===== config.mk =====
export PLATFORM = sky130hd
export DESIGN_NAME = decode_stage_hs
export DESIGN_NICKNAME = d
export VERILOG_FILES = /design/src/rtl/decode_stage_hs.sv
export SDC_FILE = /design/constraint.sdc
export NUM_CORES = 1
export LEC_CHECK = 0
export CAP_MARGIN = 10
export CORE_MARGIN = 3
export CORE_UTILIZATION = 40
export DETAILED_ROUTE_END_ITERATION = 8
export HOLD_SLACK_MARGIN = 0.08
export PLACE_DENSITY = 0.72
export SETUP_SLACK_MARGIN = 0.4
export SLEW_MARGIN = 5
export SYNTH_ARGS = -nofsm -noshare
export SYNTH_HDL_FRONTEND = slang
export SYNTH_SLANG_ARGS = --single-unit
export TNS_END_PERCENT = 50

===== constraint.sdc =====
create_clock -name clk -period 3.3 [get_ports clk]
set_input_delay 0.66 -clock clk [delete_from_list [all_inputs] [get_ports clk]]
set_output_delay 0.66 -clock clk [all_outputs]
set_load 0.01 [all_outputs]

===== src/rtl/decode_stage_hs.sv =====
// decode_stage_hs: RV32I instruction decode plus ID/EX register.
// Valid/ready handshakes, write-back bypass, load-use bubble, flush.
module decode_stage_hs #(
  parameter int XLEN           = 32,
  parameter int NUM_WB         = 2,
  parameter int LOAD_USE_STALL = 1,
  parameter int FENCE_AS_NOP   = 1
) (
  input  logic                   clk,
  input  logic                   rst,
  input  logic                   in_valid,
  output logic                   in_ready,
  input  logic [XLEN-1:0]        in_pc,
  input  logic [31:0]            in_inst,
  output logic [4:0]             rf_raddr1,
  output logic [4:0]             rf_raddr2,
  input  logic [XLEN-1:0]        rf_rdata1,
  input  logic [XLEN-1:0]        rf_rdata2,
  input  logic [NUM_WB-1:0]      wb_valid,
  input  logic [5*NUM_WB-1:0]    wb_rd,
  input  logic [XLEN*NUM_WB-1:0] wb_data,
  input  logic                   flush,
  output logic                   out_valid,
  input  logic                   out_ready,
  output logic [XLEN-1:0]        out_pc,
  output logic [XLEN-1:0]        out_pcp4,
  output logic [31:0]            out_inst,
  output logic [XLEN-1:0]        out_imm,
  output logic [XLEN-1:0]        out_rs1_data,
  output logic [XLEN-1:0]        out_rs2_data,
  output logic [4:0]             out_rs1,
  output logic [4:0]             out_rs2,
  output logic [4:0]             out_rd,
  output logic                   out_regwrite,
  output logic [1:0]             out_memtoreg,
  output logic [1:0]             out_memrw,
  output logic [2:0]             out_branch,
  output logic                   out_br_unsigned,
  output logic [2:0]             out_alu_ctrl,
  output logic [2:0]             out_alu_src,
  output logic [3:0]             out_alu_op,
  output logic                   out_illegal
);

  localparam logic [6:0] OP_LUI   = 7'b0110111;
  localparam logic [6:0] OP_AUIPC = 7'b0010111;
  localparam logic [6:0] OP_JAL   = 7'b1101111;
  localparam logic [6:0] OP_JALR  = 7'b1100111;
  localparam logic [6:0] OP_BR    = 7'b1100011;
  localparam logic [6:0] OP_LD    = 7'b0000011;
  localparam logic [6:0] OP_ST    = 7'b0100011;
  localparam logic [6:0] OP_IMM   = 7'b0010011;
  localparam logic [6:0] OP_OP    = 7'b0110011;
  localparam logic [6:0] OP_FENCE = 7'b0001111;

  typedef struct packed {
    logic [XLEN-1:0] imm;
    logic [4:0]      rd;
    logic            regwrite;
    logic [1:0]      memtoreg;
    logic [1:0]      memrw;
    logic [2:0]      branch;
    logic            br_unsigned;
    logic [2:0]      alu_ctrl;
    logic [2:0]      alu_src;
    logic [3:0]      alu_op;
    logic            illegal;
    logic            use_rs1;
    logic            use_rs2;
  } dec_t;

  dec_t        d;
  logic [6:0]  opc;
  logic [2:0]  f3;
  logic [4:0]  rs1;
  logic [4:0]  rs2;
  logic [4:0]  rd;
  logic [31:0] imm_i;
  logic [31:0] imm_s;
  logic [31:0] imm_b;
  logic [31:0] imm_u;
  logic [31:0] imm_j;
  logic [31:0] imm32;
  logic        is_lui;
  logic        is_auipc;
  logic        is_jal;
  logic        is_jalr;
  logic        is_br;
  logic        is_ld;
  logic        is_st;
  logic        is_imm;
  logic        is_op;
  logic        is_fnop;
  logic        is_shift;
  logic        hazard;
  logic        accept;

  assign opc = in_inst[6:0];
  assign f3  = in_inst[14:12];
  assign rs1 = in_inst[19:15];
  assign rs2 = in_inst[24:20];
  assign rd  = in_inst[11:7];

  assign rf_raddr1 = rs1;
  assign rf_raddr2 = rs2;

  assign is_lui   = opc == OP_LUI;
  assign is_auipc = opc == OP_AUIPC;
  assign is_jal   = opc == OP_JAL;
  assign is_jalr  = opc == OP_JALR;
  assign is_br    = opc == OP_BR;
  assign is_ld    = opc == OP_LD;
  assign is_st    = opc == OP_ST;
  assign is_imm   = opc == OP_IMM;
  assign is_op    = opc == OP_OP;
  assign is_fnop  = (opc == OP_FENCE) && (FENCE_AS_NOP != 0);
  assign is_shift = (f3 == 3'b001) || (f3 == 3'b101);

  // Raw 32-bit immediates for each instruction format.
  always_comb begin
    imm_i = {{20{in_inst[31]}}, in_inst[31:20]};
    imm_s = {{20{in_inst[31]}}, in_inst[31:25], in_inst[11:7]};
    imm_b = {{19{in_inst[31]}}, in_inst[31], in_inst[7],
             in_inst[30:25], in_inst[11:8], 1'b0};
    imm_u = {in_inst[31:12], 12'b0};
    imm_j = {{11{in_inst[31]}}, in_inst[31], in_inst[19:12],
             in_inst[20], in_inst[30:21], 1'b0};
  end

  // Main decoder; illegal encodings clear every control.
  always_comb begin
    d         = '0;
    imm32     = '0;
    d.rd      = rd;
    d.use_rs1 = 1'b1;
    unique case (1'b1)
      is_lui: begin
        imm32      = imm_u;
        d.regwrite = 1'b1;
        d.alu_ctrl = 3'b010;
        d.use_rs1  = 1'b0;
      end
      is_auipc: begin
        imm32      = imm_u;
        d.regwrite = 1'b1;
        d.alu_src  = 3'b100;
        d.use_rs1  = 1'b0;
      end
      is_jal: begin
        imm32      = imm_j;
        d.regwrite = 1'b1;
        d.memtoreg = 2'b10;
        d.branch   = 3'b101;
        d.alu_ctrl = 3'b011;
        d.alu_src  = 3'b100;
        d.use_rs1  = 1'b0;
      end
      is_jalr: begin
        imm32      = imm_i;
        d.regwrite = 1'b1;
        d.memtoreg = 2'b10;
        d.branch   = 3'b110;
        d.alu_ctrl = 3'b011;
        d.alu_src  = 3'b010;
        d.alu_op   = {1'b0, f3};
      end
      is_br: begin
        imm32      = imm_b;
        d.rd       = '0;
        d.alu_ctrl = 3'b001;
        d.alu_src  = 3'b011;
        d.alu_op   = {1'b0, f3};
        d.use_rs2  = 1'b1;
        unique case (f3)
          3'b000:  d.branch = 3'b001;
          3'b001:  d.branch = 3'b010;
          3'b100:  d.branch = 3'b011;
          3'b101:  d.branch = 3'b100;
          3'b110: begin
            d.branch      = 3'b011;
            d.br_unsigned = 1'b1;
          end
          3'b111: begin
            d.branch      = 3'b100;
            d.br_unsigned = 1'b1;
          end
          default: d.illegal = 1'b1;
        endcase
      end
      is_ld: begin
        imm32      = imm_i;
        d.regwrite = 1'b1;
        d.memtoreg = 2'b01;
        d.memrw    = 2'b10;
        d.alu_ctrl = 3'b100;
        d.alu_src  = 3'b010;
        d.alu_op   = {1'b0, f3};
      end
      is_st: begin
        imm32      = imm_s;
        d.rd       = '0;
        d.memrw    = 2'b01;
        d.alu_ctrl = 3'b101;
        d.alu_src  = 3'b010;
        d.alu_op   = {1'b0, f3};
        d.use_rs2  = 1'b1;
      end
      is_imm: begin
        imm32      = is_shift ? {27'b0, in_inst[24:20]} : imm_i;
        d.regwrite = 1'b1;
        d.alu_src  = 3'b010;
        d.alu_op   = {(f3 == 3'b101) & in_inst[30], f3};
      end
      is_op: begin
        d.regwrite = 1'b1;
        d.alu_src  = 3'b011;
        d.alu_op   = {in_inst[30], f3};
        d.use_rs2  = 1'b1;
      end
      is_fnop: begin
        d.rd = '0;
      end
      default: d.illegal = 1'b1;
    endcase
    d.imm = XLEN'($signed(imm32));
    if (d.illegal) begin
      d         = '0;
      d.illegal = 1'b1;
    end
  end

  // Youngest-port-last scan so the lowest matching port wins.
  function automatic logic [XLEN-1:0] byp(
    input logic [4:0]      rs,
    input logic [XLEN-1:0] dflt
  );
    logic [XLEN-1:0] r;
    r = dflt;
    for (int i = NUM_WB - 1; i >= 0; i--) begin
      if (wb_valid[i] && (wb_rd[5*i +: 5] == rs))
        r = wb_data[XLEN*i +: XLEN];
    end
    if (rs == 5'd0)
      r = '0;
    return r;
  endfunction

  // Stall the consumer of a load sitting in ID/EX.
  always_comb begin
    hazard = (LOAD_USE_STALL != 0) && out_valid &&
             (out_memrw == 2'b10) && (out_rd != 5'd0) &&
             ((d.use_rs1 && (rs1 == out_rd)) ||
              (d.use_rs2 && (rs2 == out_rd)));
    in_ready = !rst && !flush && (!out_valid || out_ready) && !hazard;
    accept   = in_valid && in_ready;
  end

  // ID/EX register: flush, then hold, then load, else bubble.
  always_ff @(posedge clk) begin
    if (rst) begin
      out_valid       <= 1'b0;
      out_pc          <= '0;
      out_pcp4        <= '0;
      out_inst        <= '0;
      out_imm         <= '0;
      out_rs1_data    <= '0;
      out_rs2_data    <= '0;
      out_rs1         <= '0;
      out_rs2         <= '0;
      out_rd          <= '0;
      out_regwrite    <= 1'b0;
      out_memtoreg    <= '0;
      out_memrw       <= '0;
      out_branch      <= '0;
      out_br_unsigned <= 1'b0;
      out_alu_ctrl    <= '0;
      out_alu_src     <= '0;
      out_alu_op      <= '0;
      out_illegal     <= 1'b0;
    end else if (flush) begin
      out_valid <= 1'b0;
    end else if (out_valid && !out_ready) begin
      out_rs1_data <= byp(out_rs1, out_rs1_data);
      out_rs2_data <= byp(out_rs2, out_rs2_data);
    end else if (accept) begin
      out_valid       <= 1'b1;
      out_pc          <= in_pc;
      out_pcp4        <= in_pc + XLEN'(4);
      out_inst        <= in_inst;
      out_imm         <= d.imm;
      out_rs1_data    <= byp(rs1, rf_rdata1);
      out_rs2_data    <= byp(rs2, rf_rdata2);
      out_rs1         <= rs1;
      out_rs2         <= rs2;
      out_rd          <= d.rd;
      out_regwrite    <= d.regwrite;
      out_memtoreg    <= d.memtoreg;
      out_memrw       <= d.memrw;
      out_branch      <= d.branch;
      out_br_unsigned <= d.br_unsigned;
      out_alu_ctrl    <= d.alu_ctrl;
      out_alu_src     <= d.alu_src;
      out_alu_op      <= d.alu_op;
      out_illegal     <= d.illegal;
    end else begin
      out_valid <= 1'b0;
    end
  end

endmodule


== After elaboration in Yosys (flattened, before gate mapping) ==
Index checks and enable logic that the tools add are counted.
Word-level totals
  logic and storage cells: 139
  register bits: 228
  input bits: 209
Cells by class
  mux-type cells: 35
  add/sub/neg operators: 1
  equality and inequality tests: 28
  reductions and logical operators: 53
  bitwise gates (word level): 3
Operators by type and width (number)
  2-to-1 mux 32 bit: 17
  one-hot mux 32 bit (6 select lines): 1
  2-to-1 mux 59 bit: 1
  == test 5 bit: 10
  adder 32 x 3 -> 32 bit, second input constant: 1
  == test 7 x 6 -> 1 bit, second input constant: 3
  == test 7 bit, second input constant: 3
  zero test 5 bit: 4
  logical AND 1 bit: 18
  one-hot mux 3 bit (3 select lines): 2
  OR reduction 2 bit: 9
  one-hot mux 3 bit (5 select lines): 1
  == test 7 x 5 -> 1 bit, second input constant: 2
  == test 3 bit, second input constant: 4
  one-hot mux 3 bit (4 select lines): 1
  one-hot mux 4 bit (3 select lines): 1
  AND reduction 3 bit: 3
  OR reduction 3 bit: 3
  OR reduction 9 bit: 1
  inequality test 4 x 1 -> 1 bit, second input constant: 2
  one-hot mux 2 bit (2 select lines): 2
  OR reduction 4 bit: 2
  == test 7 x 2 -> 1 bit, second input constant: 1
  == test 7 x 4 -> 1 bit, second input constant: 1
  14 further kinds: 27

== Longest topological paths before layout ==
Gate-level depths: netlist of the first run.
  depth in word-level cells: 13
  gate-level depth with buffers: 11
  mapped depth without buffers: 6

== Worst setup path after synthesis of the first run ==
Ideal clock, no wire load.
  path kind: input to output
  start point: input in_inst[19]
  end point: output in_ready
  arrival time: 2428 ps
  stages: 9
  slack: 212 ps
  buffers on the path: 4
  data required time: 2640 ps
  path through: clkbuf_1 > xnor2_1 > nand3_1 > or4_4 > a21o_1 > buf_4 > buf_4 > buf_2 > and3_1
Between the ends
  word-level cells in the longest chain between the ends: 6
Ends and longest elaborated chain
  start: declaration: RTL line 14  | input logic [31:0] in_inst,
  == test 5 bit: RTL line 252  | ((d.use_rs1 && (rs1 == out_rd)) ||
  logical AND 1 bit: RTL line 252
  logical OR 1 bit: RTL line 252
  logical AND 1 bit: RTL line 251  | (out_memrw == 2'b10) && (out_rd != 5'd0) &&
  zero test 1 bit: RTL line 254  | in_ready = !rst && !flush && (!out_valid || out_ready) && !hazard;
  logical AND 1 bit: RTL line 254
  end: declaration: RTL line 12  | output logic in_ready,
No other way between the ends.

== Worst setup path in the final report of the first run ==
  start point: input in_inst[24]
  end point: output in_ready
Between the ends
  word-level cells in the longest chain between the ends: 6
Ends and longest elaborated chain
  == test 5 bit: RTL line 253  | (d.use_rs2 && (rs2 == out_rd)));
  logical AND 1 bit: RTL line 253
  logical OR 1 bit: RTL line 252
  logical AND 1 bit: RTL line 251
  zero test 1 bit: RTL line 254
  logical AND 1 bit: RTL line 254
No other way between the ends.

==> flow_summary.toml, run 1 <==
[outcome]
outcome = "complete, no violations"

[global_routing]
overflow = 0
antenna_found_initial = 3
grt_pass1_wl_um = 88600
grt_start_max_net_pins = 204
grt_util_all_layers_pct = 31.1
grt_pass1_vias = 14700

[detailed_routing]
met3RoutedLength_um = 6910
met2_wirelength_um = 27700
detail_route.iter0.violations = 1543
top_signal_layer_used = "met4"
total_routed_length_um = 58000
avgViaCountPerCell = 6.15
first_pass_iters = 5
route.detailed.wl_per_inst_um = 23.6
drc = 0
antenna_violating_nets_post_route = 0
via_count = 15100
detail_route.wirelength.met1_um = 21700

[placed_design]
pre_cts_ws_ns = -0.354
dpl.hpwl_um = 40300
count_of_port_buffers_added_during_placement = 447
gpl.final_weighted_congestion = 0.935

[cells_and_area]
fin_nets = 2206
share_of_layout_cells_above_drive_strength_1_pct = 17.0
num-fill-cells = 2869
syn_to_final_growth_pct = 46.6

[critical_path]
critPathLaunchType = "primary input"
path_max_fanout = 2
crit_path_arrival_time_ns = 2.28
critPathRequiredTime_ns = 2.64
crit_type = "in -> out"
cp-end-kind = "primary output"

[sta]
final.min_clock_period_ns = 2.94
number_of_failing_hold_endpoints_at_the_final_stage = 0
timing_max_transition_violations_final = 0
finalClockSkew_ns = 0.0134
worst_slew_pin_slew_ns = 1.30
rsz0062_at_grt = "yes"
timing.final.ws_setup_ns = 0.356
period_share_pct = 89.2
relSlewSlack_pct = 13.4
fmaxAchievable_mhz = 340
finalSetupViolCount = 0

[job]
max_cap_violations = 0

[pwr]
share_of_total_power_in_the_clock_network_pct = 42.0
pwr_total_mw = 7.44
power.leakage_nw = 6.07
pwr_density_cell_mw_per_mm2 = 387
sequentialPowerShare_pct = 37.2
maximum_vdd_drop_v = 0.000363
sw_frac_of_total_pct = 27.6
internal_power_mw = 5.38
share_comb_of_total_power_pct = 20.8
netSwitchingPower_mw = 2.05

[clocking]
tritoncts.num_buffers = 26
cts-root-to-sink-buffers = 3
clock_insertion_delay_worst_skew_ns = 0.54
root_buffer = "sky130_fd_sc_hd__clkbuf_16"
tritoncts = "yes"
cts_num_sinks = 216
clk_pin_slew_ns = 0.06
h-tree-depth = 1

[logic_synthesis]
edff_count_synth = 0
most_numerous_cell_in_the_yosys_netlist = "sky130_fd_sc_hd__a21oi_1"
number_of_library_cell_types_mapped_by_synthesis = 61
syn_area_per_cell_um2 = 8.06
syn_nets = 1838
synth.yosys.seq_area_share_pct = 33.0
ys.flop_type = "sky130_fd_sc_hd__dfxtp_1"
synth_async_sr_flop_share_pct = 0
post_synth_most_frequent_cells = "279 x sky130_fd_sc_hd__a21oi_1, 216 x sky130_fd_sc_hd__dfxtp_1, 180 x sky130_fd_sc_hd__o21ai_0"
synth.largest_area_cell = "sky130_fd_sc_hd__dfxtp_1"
postSynthRegisterBits = 216
ys_warn_count = 0
post_synth_instance_area_mm2 = 0.0131
netlist_top_cells_area = "sky130_fd_sc_hd__dfxtp_1 33%, sky130_fd_sc_hd__a21oi_1 11%, sky130_fd_sc_hd__o21ai_0 6.9%"
gate_count_after_technology_mapping = 1628
post-synth-top-area-fraction_pct = 33.0

[min_path]
hold_path.class = "in -> reg"

[floorplanning]
chipHeight_um = 187
start_util_pct = 41.0
design.die.area_mm2 = 0.0350
fp.dieW_um = 187
placementRows = 65
io_pins = 448
core_mm2 = 0.0320
-- area by class of cell --
| cell class | instances | area (µm²) | area share [%] |
|---|---|---|---|
| Timing Repair Buffer | 557 | 5510 | 28.6 |
| Inverter | 6 | 22.5 | 0.117 |
| Clock inverter | 10 | 160 | 0.833 |
| Clock buffer | 37 | 773 | 4.02 |
| Antenna cell | 3 | 7.51 | 0.0390 |
| Multi-Input combinational cell | 1189 | 7870 | 40.9 |
| Sequential cell | 216 | 4340 | 22.6 |
| Tap cell | 435 | 544 | 2.83 |
-- flip-flops by register name (all words and copies together), names as in the netlist, 4 cells and up --
name,cells
out_inst,32
out_alu_op,4
out_pc,32
out_rs2_data,32
out_imm,32
out_rd,5
out_pcp4,30
out_rs1_data,32
-- power groups by stage --
| stage | Sequential [mW] | Clock [mW] | Combinational (mW) |
|---|---|---|---|
| 2_1_floorplan | 2.86 | 0 | 0.679 |
| 3_3_place_gp | 2.83 | 0 | 1.50 |
| 3_5_place_dp | 2.83 | 0 | 1.52 |
| 4_1_cts | 2.77 | 3.17 | 1.52 |
| 5_1_grt | 2.78 | 3.27 | 1.63 |
| 6_report | 2.77 | 3.12 | 1.55 |
-- metrics by stage --
stage          cell area, µm²  instances  util, %  hold slack [ns]  setup TNS [ns]
6_report                19200       2453     60.2            0.400               0
5_1_grt                 19200       2453     60.2            0.410               0
4_1_cts                 19200       2445     60.0            0.473               0
3_5_place_dp            18200       2398     57.1            0.454          -12.45
3_3_place_gp            18200       2398     57.1            0.446          -10.12
2_1_floorplan           13200       1628        -            0.490               0
-- path summary, 6_finish.rpt --
path / depth (start not counted) / from / to / slack (ns)
worst max-delay path: 7 / in_inst[24] / in_ready / 0.36
worst min-delay path: 3 / in_inst[4] / out_inst[4] / 0.40
worst max register to register: 8 / out_rd[3] / out_pcp4[21] / 0.58
worst min register to register: 2 / out_pc[25] / out_pc[25] / 0.47
-- worst max-delay path, stage by stage --
cell	delay, ns
sky130_fd_sc_hd__dlygate4sd2_1	0.34
sky130_fd_sc_hd__xnor2_2	0.23
sky130_fd_sc_hd__nand4_1	0.14
sky130_fd_sc_hd__or3_4	0.41
sky130_fd_sc_hd__a21o_4	0.23
sky130_fd_sc_hd__and3_4	0.15
sky130_fd_sc_hd__buf_6	0.12
-- logic make-up after synthesis --
group | share of synthesized area, %
and+or+nand+nor | 15.3
buffers and inverters | 8.04
muxes | 5.49
DFF | 33.0
adders and majority gates | 0.0954
AOI/OAI and AO/OA | 32.9
xor gates and xnor gates | 5.21
-- layer usage --
layer  vias up  GRT usage (%)
met5         -              0
met3       133           9.58
met2       949           53.2
met1      7202           37.7
li1       6801              -
met4         0           8.87
-- repair_timing --
action	in CTS	in global routing
pin swaps	5	14
setup endpoints to repair	36	29
gates resized for setup	31	26
setup buffers	0	5
hold buffers	0	0
-- cells in the final DEF, fill, tap and decap left out, drive strengths merged, types with 5 or more instances in the layout --
cell type	count
a211oi	95
inv	7
xnor2	60
a311oi	65
nand3	162
nand2	39
nand2b	7
nand4	18
o2bb2ai	16
clkdlybuf4s50	428
dlygate4sd2	8
dfxtp	216
xor2	18
nor4	10
nor3	77
mux2	64
or4	5
and3	9
nor2	31
clkbuf	47
a21oi	281
o21ai	184
buf	111
Power figures use the tool's default switching activity.
==> inputs of run 2 (changes only) <==
Settings changed: CORE_ASPECT_RATIO from default to 1.4.
==> run 2 against run 1 <==
Effect of this change:
- design area rose by 1.2%
- largest cell class unchanged
- via count fell by 0.27%
- flip-flop and latch count did not move
- total power fell by 3.3%
- count of clock-buffer cells in the layout fell by 3
- sequential power barely moved
==> flow_summary.toml, run 2 (synthesis gave the netlist of run 1 again) <==
[outcome]
outcome = "complete, no violations"

[cells_and_area]
fin_nets = 2229
final_common_cell = "sky130_fd_sc_hd__clkdlybuf4s50_1"
syn_to_final_growth_pct = 48.3
num-fill-cells = 2826
postLayoutCoreUtil_pct = 60.8
most-common-layout-cells = "428 x sky130_fd_sc_hd__clkdlybuf4s50_1, 277 x sky130_fd_sc_hd__a21oi_1, 211 x sky130_fd_sc_hd__dfxtp_1, 180 x sky130_fd_sc_hd__o21ai_0, 160 x sky130_fd_sc_hd__nand3_1"
share_of_layout_cells_above_drive_strength_1_pct = 17.7

[sta]
finalSetupViolCount = 0
rsz0062_at_grt = "yes"
timing_max_transition_violations_final = 0
period_share_pct = 90.7
number_of_failing_hold_endpoints_at_the_final_stage = 0
timing.setup.tns_ns = 0
relSlewSlack_pct = 23.2
fmaxAchievable_mhz = 334
worst_slew_pin_slew_ns = 1.15
finalClockSkew_ns = 0.00899
final.min_clock_period_ns = 2.99

[critical_path]
crit-reg2reg-launch = "out_rd[2]"
r2r_slack_ns = 0.70
path_max_fanout = 3
critPathRequiredTime_ns = 2.64
crit_path_arrival_time_ns = 2.33
cp-end-kind = "primary output"
rr_worst_depth = 10
critPathLaunchType = "register"
regToRegEndpoint = "out_rs2_data[0]"
crit_type = "reg -> out"

[clocking]
cts-root-to-sink-buffers = 3
tritoncts.num_buffers = 24
clock_insertion_delay_worst_skew_ns = 0.54
cts_hold_repair.buffers = 0
clk_pin_slew_ns = 0.06
root_buffer = "sky130_fd_sc_hd__clkbuf_16"
tritoncts = "yes"
h-tree-depth = 1
cts_num_sinks = 216

[detailed_routing]
total_routed_length_um = 60800
via_count = 15000
drc = 0
route.detailed.wl_per_inst_um = 24.6
detail_route.iter0.violations = 1019
first_pass_iters = 7
avgViaCountPerCell = 6.08
antenna_violating_nets_post_route = 0

[pwr]
power.leakage_nw = 6.21
maximum_vdd_drop_v = 0.000375
pwr_density_cell_mw_per_mm2 = 370

[placed_design]
count_of_port_buffers_added_during_placement = 447
gpl.final_weighted_congestion = 0.970
dpl.hpwl_um = 44000

[min_path]
hold_path.class = "reg -> reg"
holdCritStartpoint = "out_imm[1]"
hold-path-cell-count = 1
hold-path-endpoint = "out_imm[1]"

[global_routing]
grt_pass1_vias = 15100
overflow = 0
grt_start_max_net_pins = 96
grt_pass1_wl_um = 91900
grt_util_all_layers_pct = 32.9
antenna_found_initial = 3

[floorplanning]
fp.dieW_um = 159
io_pins = 448
core_mm2 = 0.0320
placementRows = 77
chipHeight_um = 220
start_util_pct = 41.0
design.die.area_mm2 = 0.0350

[job]
max_cap_violations = 0
[run 2: metal layers]
layer	wire, µm	vias up	GRT usage [%]
met1	20700	7125	34.9
li1	-	6839	-
met4	3500	2	16.8
met2	30600	885	60.1
met5	10	-	0
met3	6030	193	8.86
[run 2: worst max-delay path, cell delays in order, from the launching register on]
cell and delay (ns):
sky130_fd_sc_hd__dfxtp_4 0.36, sky130_fd_sc_hd__buf_12 0.13, sky130_fd_sc_hd__xnor2_4 0.13, sky130_fd_sc_hd__nand4_1 0.17, sky130_fd_sc_hd__buf_6 0.18, sky130_fd_sc_hd__or3_4 0.33
sky130_fd_sc_hd__a21o_4 0.22, sky130_fd_sc_hd__and3_4 0.14, sky130_fd_sc_hd__buf_6 0.12
[run 2: metrics by stage]
step           cells  instance area (µm²)  hold WS, ns  power (mW)  setup WS (ns)
2_1_floorplan   1628                13200        0.490        3.54          0.380
6_report        2475                19500        0.468        7.19          0.308
3_5_place_dp    2426                18500        0.450        4.40         -0.310
3_3_place_gp    2426                18500        0.447        4.38         -0.333
4_1_cts         2471                19400        0.469        7.21          0.280
5_1_grt         2473                19400        0.491        7.42          0.245
[run 2: repair_timing]
| action | in CTS | in global routing |
|---|---|---|
| buffers inserted | 1 | 0 |
| endpoints found under the setup margin | 1 | 1 |
| resized for setup | 48 | 2 |
| pin swaps | 6 | 2 |
[run 2: worst max path at each step]
stage                            from        to  slack (ns)  cells past startpoint
after floorplan           in_inst[19]  in_ready        0.38                      9
after global routing        out_rd[2]  in_ready        0.25                      8
after detailed placement  in_inst[24]  in_ready       -0.31                      7
final                       out_rd[2]  in_ready        0.31                      8
after CTS                   out_rd[2]  in_ready        0.28                      8
after global placement    in_inst[24]  in_ready       -0.33                      7
[run 2: report_power, final]
group	leakage [nW]	switching (mW)	total (mW)	internal, mW
sequential	1.76	0.0709	2.77	2.70
clock	0.402	1.17	2.83	1.66
combinational	4.05	0.824	1.59	0.767
[run 2: final cells by class]
cell class	instances	area (µm²)	area share (%)
Antenna cell	4	10.0	0.0515
Clock buffer	34	709	3.65
Clock inverter	10	113	0.579
Inverter	6	22.5	0.116
Multi-Input combinational cell	1189	7930	40.8
Sequential cell	216	4340	22.3
Tap cell	434	543	2.79
Timing Repair Buffer	582	5790	29.7
